===== src/rtl/uart_pkg.sv =====
// uart_pkg
//   Shared definitions for the UART frame parser slice: FSM state encoding,
//   error code constants, the default start-of-frame byte and a helper that
//   sizes buffer address fields.
package uart_pkg;

    typedef enum logic [2:0] {
        HUNT    = 3'd0,
        LEN     = 3'd1,
        PAYLOAD = 3'd2,
        CSUM    = 3'd3,
        DRAIN   = 3'd4
    } state_t;

    localparam logic [1:0] ERR_CSUM = 2'd0;
    localparam logic [1:0] ERR_LEN  = 2'd1;
    localparam logic [1:0] ERR_OVR  = 2'd2;
    localparam logic [1:0] ERR_TMO  = 2'd3;

    localparam logic [7:0] SOF_DEFAULT = 8'hA5;

    // Address width for a buffer of 'depth' entries; never below one bit.
    function automatic int unsigned addr_width(input int unsigned depth);
        return (depth > 1) ? $clog2(depth) : 1;
    endfunction

endpackage


===== src/rtl/uart_frame_parser_if.sv =====
// uart_frame_parser_if
//   Payload stream from the frame parser to the command logic.
//   Signals:
//     payload_valid_o  source has a payload byte
//     payload_ready_i  sink accepts the byte
//     payload_data_o   payload byte
//     payload_last_o   final byte of the frame
//   Handshake: a byte transfers on every rising clock edge where
//   payload_valid_o and payload_ready_i are both high. Once valid is raised,
//   data/last stay unchanged until that transfer; valid never depends on ready.
//   Modports: master = parser (source), slave = consumer (sink).
interface uart_frame_parser_if;

    logic       payload_valid_o;
    logic       payload_ready_i;
    logic [7:0] payload_data_o;
    logic       payload_last_o;

    modport master (
        output payload_valid_o,
        output payload_data_o,
        output payload_last_o,
        input  payload_ready_i
    );

    modport slave (
        input  payload_valid_o,
        input  payload_data_o,
        input  payload_last_o,
        output payload_ready_i
    );

endinterface


===== src/rtl/uart_frame_buf.sv =====
// uart_frame_buf
//   Payload storage: DEPTH x 8 register array, one synchronous write port and
//   one combinational read port. Storage has no reset; contents are only
//   meaningful for the frame most recently written.
//   Ports:
//     clk_i     clock
//     we_i      write enable
//     waddr_i   write address
//     wdata_i   write data
//     raddr_i   read address
//     rdata_o   read data (combinational)
module uart_frame_buf #(
    parameter int unsigned DEPTH = 16,
    parameter int unsigned AW    = uart_pkg::addr_width(DEPTH)
) (
    input  logic          clk_i,
    input  logic          we_i,
    input  logic [AW-1:0] waddr_i,
    input  logic [7:0]    wdata_i,
    input  logic [AW-1:0] raddr_i,
    output logic [7:0]    rdata_o
);

    logic [7:0] mem [DEPTH];

    always_ff @(posedge clk_i) begin
        if (we_i) begin
            mem[waddr_i] <= wdata_i;
        end
    end

    assign rdata_o = mem[raddr_i];

endmodule


===== src/rtl/uart_frame_parser.sv =====
// uart_frame_parser
//   Hunts for SOF_BYTE in the UART byte stream, collects a length-prefixed
//   payload, checks an 8-bit additive checksum (length + payload bytes) and
//   replays verified payloads on the payload stream. Malformed frames are
//   dropped with a one-cycle err_o pulse and a held err_code_o.
//   Optional feature: define UART_FRAME_TIMEOUT_EN to abort a frame after
//   TIMEOUT_CYCLES idle cycles in LEN/PAYLOAD/CSUM (error code 3).
//   Ports:
//     clk_i           clock
//     resetn_i        asynchronous active-low reset
//     datain_valid_i  one-cycle byte strobe from the receiver
//     datain_i        received byte
//     pl              payload stream (master side)
//     frame_len_o     length of the frame being drained, held until next drain
//     err_o           one-cycle error pulse
//     err_code_o      error code, held until next error
//     state_o         current FSM state (debug)
module uart_frame_parser
    import uart_pkg::*;
#(
    parameter logic [7:0]  SOF_BYTE       = SOF_DEFAULT,
    parameter int unsigned MAX_LEN        = 16,
    parameter int unsigned TIMEOUT_CYCLES = 100000
) (
    input  logic                       clk_i,
    input  logic                       resetn_i,
    input  logic                       datain_valid_i,
    input  logic [7:0]                 datain_i,
    uart_frame_parser_if.master        pl,
    output logic [7:0]                 frame_len_o,
    output logic                       err_o,
    output logic [1:0]                 err_code_o,
    output state_t                     state_o
);

    localparam int unsigned AW = addr_width(MAX_LEN);

    state_t     state_q, state_d;
    logic [7:0] len_q, len_d;
    logic [7:0] sum_q, sum_d;
    logic [7:0] idx_q, idx_d;
    logic [7:0] rd_q, rd_d;
    logic       valid_d, last_d, err_d;
    logic [7:0] data_d, flen_d;
    logic [1:0] code_d;

    logic          buf_we;
    logic [AW-1:0] buf_raddr;
    logic [7:0]    buf_rdata;
    logic [7:0]    rd_inc;

`ifdef UART_FRAME_TIMEOUT_EN
    localparam int unsigned TW = $clog2(TIMEOUT_CYCLES + 1);
    logic [TW-1:0] tmo_q, tmo_d;
`endif

    assign rd_inc = rd_q + 8'd1;

    // The output data register is loaded one step ahead: entry 0 when the
    // checksum passes, otherwise the entry after the one being handed over.
    always_comb begin
        buf_raddr = '0;
        if (state_q != CSUM) begin
            buf_raddr = rd_inc[AW-1:0];
        end
    end

    uart_frame_buf #(
        .DEPTH (MAX_LEN),
        .AW    (AW)
    ) u_buf (
        .clk_i   (clk_i),
        .we_i    (buf_we),
        .waddr_i (idx_q[AW-1:0]),
        .wdata_i (datain_i),
        .raddr_i (buf_raddr),
        .rdata_o (buf_rdata)
    );

    always_comb begin
        state_d = state_q;
        len_d   = len_q;
        sum_d   = sum_q;
        idx_d   = idx_q;
        rd_d    = rd_q;
        valid_d = pl.payload_valid_o;
        data_d  = pl.payload_data_o;
        last_d  = pl.payload_last_o;
        flen_d  = frame_len_o;
        err_d   = 1'b0;
        code_d  = err_code_o;
        buf_we  = 1'b0;

        unique case (state_q)
            HUNT: begin
                if (datain_valid_i && datain_i == SOF_BYTE) begin
                    state_d = LEN;
                end
            end
            LEN: begin
                if (datain_valid_i) begin
                    // A rejected length byte returns to HUNT without being
                    // treated as a possible SOF.
                    if (datain_i == 8'd0 || datain_i > 8'(MAX_LEN)) begin
                        err_d   = 1'b1;
                        code_d  = ERR_LEN;
                        state_d = HUNT;
                    end else begin
                        len_d   = datain_i;
                        sum_d   = datain_i;
                        idx_d   = 8'd0;
                        state_d = PAYLOAD;
                    end
                end
            end
            PAYLOAD: begin
                if (datain_valid_i) begin
                    buf_we = 1'b1;
                    sum_d  = sum_q + datain_i;
                    idx_d  = idx_q + 8'd1;
                    if (idx_q == len_q - 8'd1) begin
                        state_d = CSUM;
                    end
                end
            end
            CSUM: begin
                if (datain_valid_i) begin
                    if (datain_i == sum_q) begin
                        state_d = DRAIN;
                        flen_d  = len_q;
                        rd_d    = 8'd0;
                        valid_d = 1'b1;
                        data_d  = buf_rdata;
                        last_d  = (len_q == 8'd1);
                    end else begin
                        err_d   = 1'b1;
                        code_d  = ERR_CSUM;
                        state_d = HUNT;
                    end
                end
            end
            DRAIN: begin
                // Receiver bytes cannot be buffered while draining.
                if (datain_valid_i) begin
                    err_d  = 1'b1;
                    code_d = ERR_OVR;
                end
                if (pl.payload_valid_o && pl.payload_ready_i) begin
                    if (pl.payload_last_o) begin
                        valid_d = 1'b0;
                        last_d  = 1'b0;
                        state_d = HUNT;
                    end else begin
                        rd_d   = rd_inc;
                        data_d = buf_rdata;
                        last_d = (rd_inc == len_q - 8'd1);
                    end
                end
            end
            default: begin
                state_d = HUNT;
            end
        endcase

`ifdef UART_FRAME_TIMEOUT_EN
        tmo_d = '0;
        if (state_q == LEN || state_q == PAYLOAD || state_q == CSUM) begin
            if (!datain_valid_i) begin
                if (tmo_q == TW'(TIMEOUT_CYCLES - 1)) begin
                    err_d   = 1'b1;
                    code_d  = ERR_TMO;
                    state_d = HUNT;
                end else begin
                    tmo_d = tmo_q + 1'b1;
                end
            end
        end
`endif
    end

    always_ff @(posedge clk_i or negedge resetn_i) begin
        if (!resetn_i) begin
            state_q            <= HUNT;
            len_q              <= 8'd0;
            sum_q              <= 8'd0;
            idx_q              <= 8'd0;
            rd_q               <= 8'd0;
            pl.payload_valid_o <= 1'b0;
            pl.payload_data_o  <= 8'd0;
            pl.payload_last_o  <= 1'b0;
            frame_len_o        <= 8'd0;
            err_o              <= 1'b0;
            err_code_o         <= 2'd0;
        end else begin
            state_q            <= state_d;
            len_q              <= len_d;
            sum_q              <= sum_d;
            idx_q              <= idx_d;
            rd_q               <= rd_d;
            pl.payload_valid_o <= valid_d;
            pl.payload_data_o  <= data_d;
            pl.payload_last_o  <= last_d;
            frame_len_o        <= flen_d;
            err_o              <= err_d;
            err_code_o         <= code_d;
        end
    end

`ifdef UART_FRAME_TIMEOUT_EN
    always_ff @(posedge clk_i or negedge resetn_i) begin
        if (!resetn_i) begin
            tmo_q <= '0;
        end else begin
            tmo_q <= tmo_d;
        end
    end
`endif

    assign state_o = state_q;

endmodule


===== src/flat_wrapper.sv =====
// flat-port wrapper written by rule: the top's interface ports become plain ports
module uart_frame_parser_flat import uart_pkg::*;
#(
    parameter logic [7:0]  SOF_BYTE       = SOF_DEFAULT,
    parameter int unsigned MAX_LEN        = 16,
    parameter int unsigned TIMEOUT_CYCLES = 100000
)
  (clk_i, resetn_i, datain_valid_i, datain_i, frame_len_o, err_o, err_code_o, state_o, pl_payload_valid_o, pl_payload_data_o, pl_payload_last_o, pl_payload_ready_i);
  uart_frame_parser_if pl_i ();
  input  logic clk_i;
  input  logic resetn_i;
  input  logic datain_valid_i;
  input  logic [7:0] datain_i;
  output logic [7:0] frame_len_o;
  output logic err_o;
  output logic [1:0] err_code_o;
  output state_t state_o;
  output wire logic [$bits(pl_i.payload_valid_o)-1:0] pl_payload_valid_o;
  output wire logic [$bits(pl_i.payload_data_o)-1:0] pl_payload_data_o;
  output wire logic [$bits(pl_i.payload_last_o)-1:0] pl_payload_last_o;
  input wire logic [$bits(pl_i.payload_ready_i)-1:0] pl_payload_ready_i;
  assign pl_payload_valid_o = pl_i.payload_valid_o;
  assign pl_payload_data_o = pl_i.payload_data_o;
  assign pl_payload_last_o = pl_i.payload_last_o;
  assign pl_i.payload_ready_i = pl_payload_ready_i;
  uart_frame_parser #(.SOF_BYTE(SOF_BYTE), .MAX_LEN(MAX_LEN), .TIMEOUT_CYCLES(TIMEOUT_CYCLES)) u_core (.clk_i(clk_i), .resetn_i(resetn_i), .datain_valid_i(datain_valid_i), .datain_i(datain_i), .pl(pl_i), .frame_len_o(frame_len_o), .err_o(err_o), .err_code_o(err_code_o), .state_o(state_o));
endmodule

===== config.mk =====
export PLATFORM = sky130hd
export DESIGN_NAME = uart_frame_parser_flat
export DESIGN_NICKNAME = d
export VERILOG_FILES = /design/src/rtl/uart_pkg.sv /design/src/rtl/uart_frame_parser_if.sv /design/src/rtl/uart_frame_buf.sv /design/src/rtl/uart_frame_parser.sv /design/src/flat_wrapper.sv
export SDC_FILE = /design/constraint.sdc
export NUM_CORES = 1
export LEC_CHECK = 0
export ABC_AREA = 1
export CORE_MARGIN = 2
export CORE_UTILIZATION = 51
export DETAILED_ROUTE_END_ITERATION = 8
export PLACE_DENSITY = 0.8
export SLEW_MARGIN = 20
export SYNTH_ARGS = -nofsm -noshare
export SYNTH_HDL_FRONTEND = slang
export SYNTH_SLANG_ARGS = --single-unit

===== constraint.sdc =====
create_clock -name clk_i -period 6.12 [get_ports clk_i]
set_clock_uncertainty 0.05 [all_clocks]
set_input_delay 1.836 -clock clk_i [delete_from_list [all_inputs] [get_ports clk_i]]
set_output_delay 1.836 -clock clk_i [all_outputs]
set_load 0.05 [all_outputs]

==> impl_metrics.json <==
{
  "irDropWorstVdd_uv": 204,
  "dp.final_hpwl_um": 13300,
  "fmax_mhz": 224,
  "drt-initial-drc-count": 750,
  "flow.area_growth_from_synthesis_pct": 13.2,
  "ys_dominant_reg_cell": "sky130_fd_sc_hd__edfxtp_1",
  "startpoint_type": "input pin",
  "cts_resized": 0,
  "insertedDiodeCount": 0,
  "cp-end-kind": "register",
  "cellPowerDensity_nw_per_um2": 255,
  "fillCellCount": 1399,
  "worst_setup_hold_path_clk_slew_ns": 0.07,
  "setup_viol_count_final": 0,
  "grt_pass1_wl_um": 32100,
  "antenna_found_initial": 0,
  "startpoint": "datain_i[1]",
  "critPathArrivalTime_ns": 4.70,
  "instances_no_fill": 1160,
  "synth-edff-count": 128,
  "clock_latency_ns": 0.44,
  "run_status": "complete, no violations",
  "htree_num_levels": 4,
  "finalPower_mw": 2.49,
  "cts_tree": "yes",
  "mapped_cell_area_um2": 8640,
  "hold_crit_class": "register to register",
  "final_worst_path_cycle_share": 0.728,
  "cellLeakagePower_nw": 3.98,
  "tritoncts.num_buffers": 17,
  "drc": 0,
  "wirelength_um": 20200,
  "core-area_um2": 16600,
  "routed_wire_length_per_instance_um": 17.4,
  "maxCapViolations": 0,
  "critical_path_rt_ns": 6.36,
  "post_route_cells_drive_above_1_share": 0.0851,
  "slew_headroom": 0.357,
  "start_util": 0.521,
  "via_count_of_the_first_global_routing_pass": 6125,
  "placedCellCount": 1128,
  "tritoncts_num_sinks": 184,
  "detailed_place.area_um2": 9210,
  "hold_slack_ns": 0.429,
  "timing.hold.worst.start": "u_core.err_code_o[1]$_DFFE_PN0P_",
  "shortest_clock_period_the_worst_path_allows_after_layout_ns": 4.46,
  "global_route.overflow_total": 0,
  "synthesis.area_per_instance_um2": 9.74,
  "post_synth_main_area_contributors": "sky130_fd_sc_hd__edfxtp_1 (44%), sky130_fd_sc_hd__dfrtp_1 (16%), sky130_fd_sc_hd__nand2_1 (10%), sky130_fd_sc_hd__nand3_1 (5.0%), sky130_fd_sc_hd__nor2_1 (4.8%)",
  "timing_worst_slew_pin_value_ns": 0.962,
  "floorplan.rows": 47,
  "detailed_routing_wirelength_on_met1_um": 8780,
  "postRouteAntennaNets": 0,
  "setup_tns_ns": 0,
  "post-place-ws_ns": 1.24,
  "asyncSetResetFlopFracSynth": 0.304,
  "synth.ff_latch_count": 184,
  "mappedNetlistNets": 914,
  "synthesis.instances": 887,
  "finalWorstSetupSlack_ns": 1.66,
  "critical_path.max_fanout": 15,
  "yosysWarningCount": 0,
  "floorplan.die.height_um": 134,
  "critPathKind": "input pin to register",
  "dr_wl_met2_um": 9500,
  "cts-hold-fix-buffers": 0,
  "max_slew_vio_count": 0,
  "synth_cell_types": 37,
  "count_of_buffers_inserted_at_the_top_level_ports": 35,
  "synth_seq_area_share": 0.607,
  "die_width_um": 134,
  "wl_met3_um": 1440,
  "place_congestion": 0.964,
  "pre_repair_dr_iteration_count": 5,
  "detailroute.via_count": 6417,
  "grt_start_max_net_pins": 57,
  "finalInstanceArea_um2": 9780,
  "clock-root-buffer": "sky130_fd_sc_hd__clkbuf_16",
  "final_nets": 954,
  "synth_top_cell_by_area": "sky130_fd_sc_hd__edfxtp_1",
  "rsz0062_at_grt": "no",
  "hold_viol_final": 0,
  "route.detailed.vias_per_inst": 5.53,
  "clock_tree.buffer_depth": 2,
  "topRoutingLayerUsed": "met4",
  "grt_use_total": 0.234,
  "io-pin-count": 36,
  "crit-reg2reg-launch": "u_core.rd_q[0]$_DFFE_PN0P_",
  "yosysTopAreaCellShare": 0.445,
  "post-cts-setup-buffer-count": 0,
  "die-area_um2": 18000,
  "fin_util": 0.590
}
-- metal layers --
metal,vias to the layer above,GRT usage
met5,-,0
li1,3088,-
met2,244,0.369
met1,3041,0.328
met3,44,0.0435
met4,0,0.0883
-- cell type report --
class	instances	area, um^2	area share
clock buffer	17	425	0.0435
sequential	184	5250	0.536
clock inverter	15	140	0.0143
tap	220	275	0.0281
timing repair buffer	45	420	0.0430
inverter	73	274	0.0280
multi-input combinational	606	3000	0.307
-- synthesized netlist by cell type (all sizes together) (6+ instances only) --
master	number
nand2	235
edfxtp	128
nor2	117
nand3	88
inv	73
o21ai	69
dfrtp	56
o211ai	24
buf	16
ha	14
a21oi	10
nand4	10
xor2	9
clkbuf	8
nor3	6
-- worst max-delay path, cell delays in order --
cell,delay [ns]
sky130_fd_sc_hd__clkdlybuf4s50_1,0.90
sky130_fd_sc_hd__ha_1,0.36
sky130_fd_sc_hd__nor4_1,0.46
sky130_fd_sc_hd__nand3_1,0.23
sky130_fd_sc_hd__nand2_1,0.16
sky130_fd_sc_hd__nand3_2,0.12
sky130_fd_sc_hd__a21oi_2,0.47
sky130_fd_sc_hd__o21ai_0,0.15
-- cells by family (layout without fill, tap and decap cells) --
logic type | Yosys count | after routing | synth area share
fa+ha+maj | 15 | 15 | 0.0226
compound gates | 114 | 114 | 0.0827
buf+inv | 97 | 150 | 0.0459
flops | 184 | 184 | 0.607
xor+xnor | 14 | 14 | 0.0168
simple gates | 463 | 463 | 0.225
-- cells in the final DEF (no fill, tap or decap), types with 3 or more instances in the layout --
cell type / n
sky130_fd_sc_hd__xor2_1: 8
sky130_fd_sc_hd__o211ai_2: 7
sky130_fd_sc_hd__o21ai_2: 7
sky130_fd_sc_hd__edfxtp_1: 128
sky130_fd_sc_hd__nor3_1: 6
sky130_fd_sc_hd__nor4_1: 4
sky130_fd_sc_hd__o22ai_1: 5
sky130_fd_sc_hd__clkbuf_16: 17
sky130_fd_sc_hd__o211ai_1: 17
sky130_fd_sc_hd__inv_6: 4
sky130_fd_sc_hd__nand2_1: 232
sky130_fd_sc_hd__nor2_4: 3
sky130_fd_sc_hd__nand3_1: 87
sky130_fd_sc_hd__inv_1: 64
sky130_fd_sc_hd__clkdlybuf4s50_1: 34
sky130_fd_sc_hd__ha_1: 14
sky130_fd_sc_hd__clkinv_4: 3
sky130_fd_sc_hd__buf_4: 10
sky130_fd_sc_hd__xnor2_1: 3
sky130_fd_sc_hd__clkinv_1: 3
sky130_fd_sc_hd__nand4_1: 10
sky130_fd_sc_hd__nor2_2: 4
sky130_fd_sc_hd__nor2_1: 110
sky130_fd_sc_hd__dfrtp_1: 56
sky130_fd_sc_hd__inv_2: 9
sky130_fd_sc_hd__a31oi_1: 3
sky130_fd_sc_hd__nand2_2: 3
sky130_fd_sc_hd__o21ai_0: 52
sky130_fd_sc_hd__o21ai_1: 10
sky130_fd_sc_hd__a21oi_1: 9
-- flip-flops by register name, summed over array words and instances, names as in the netlist --
| name | flops |
|---|---|
| u_core.len_q | 8 |
| u_core.rd_q | 8 |
| u_core.frame_len_o | 8 |
| u_core.u_buf.mem | 128 |
| u_core.state_o | 3 |
| u_core.idx_q | 8 |
| u_core.pl.payload_last_o | 1 |
| u_core.err_code_o | 2 |
| u_core.sum_q | 8 |
| u_core.err_o | 1 |
| u_core.pl.payload_valid_o | 1 |
| u_core.pl.payload_data_o | 8 |
-- path summary, 6_finish.rpt --
| check | end | slack [ns] | cells after the start |
|---|---|---|---|
| setup reg to reg | u_core.pl.payload_data_o[1]$_DFFE_PN0P_ | 2.86 | 12 |
| hold reg to reg | u_core.err_code_o[1]$_DFFE_PN0P_ | 0.43 | 2 |
| max in group asynchronous | u_core.pl.payload_data_o[1]$_DFFE_PN0P_ | 4.05 | 2 |
| setup / recovery | u_core.rd_q[4]$_DFFE_PN0P_ | 1.66 | 8 |
| hold / removal | u_core.err_code_o[1]$_DFFE_PN0P_ | 0.43 | 2 |
| min in group asynchronous | u_core.pl.payload_valid_o$_DFFE_PN0P_ | 1.49 | 2 |
-- where the power goes --
group	internal, mW	switching [mW]
Clock	0.568	0.495
Combinational	0.0270	0.0570
Sequential	1.34	0.00540
Power figures use the tool's default switching activity.
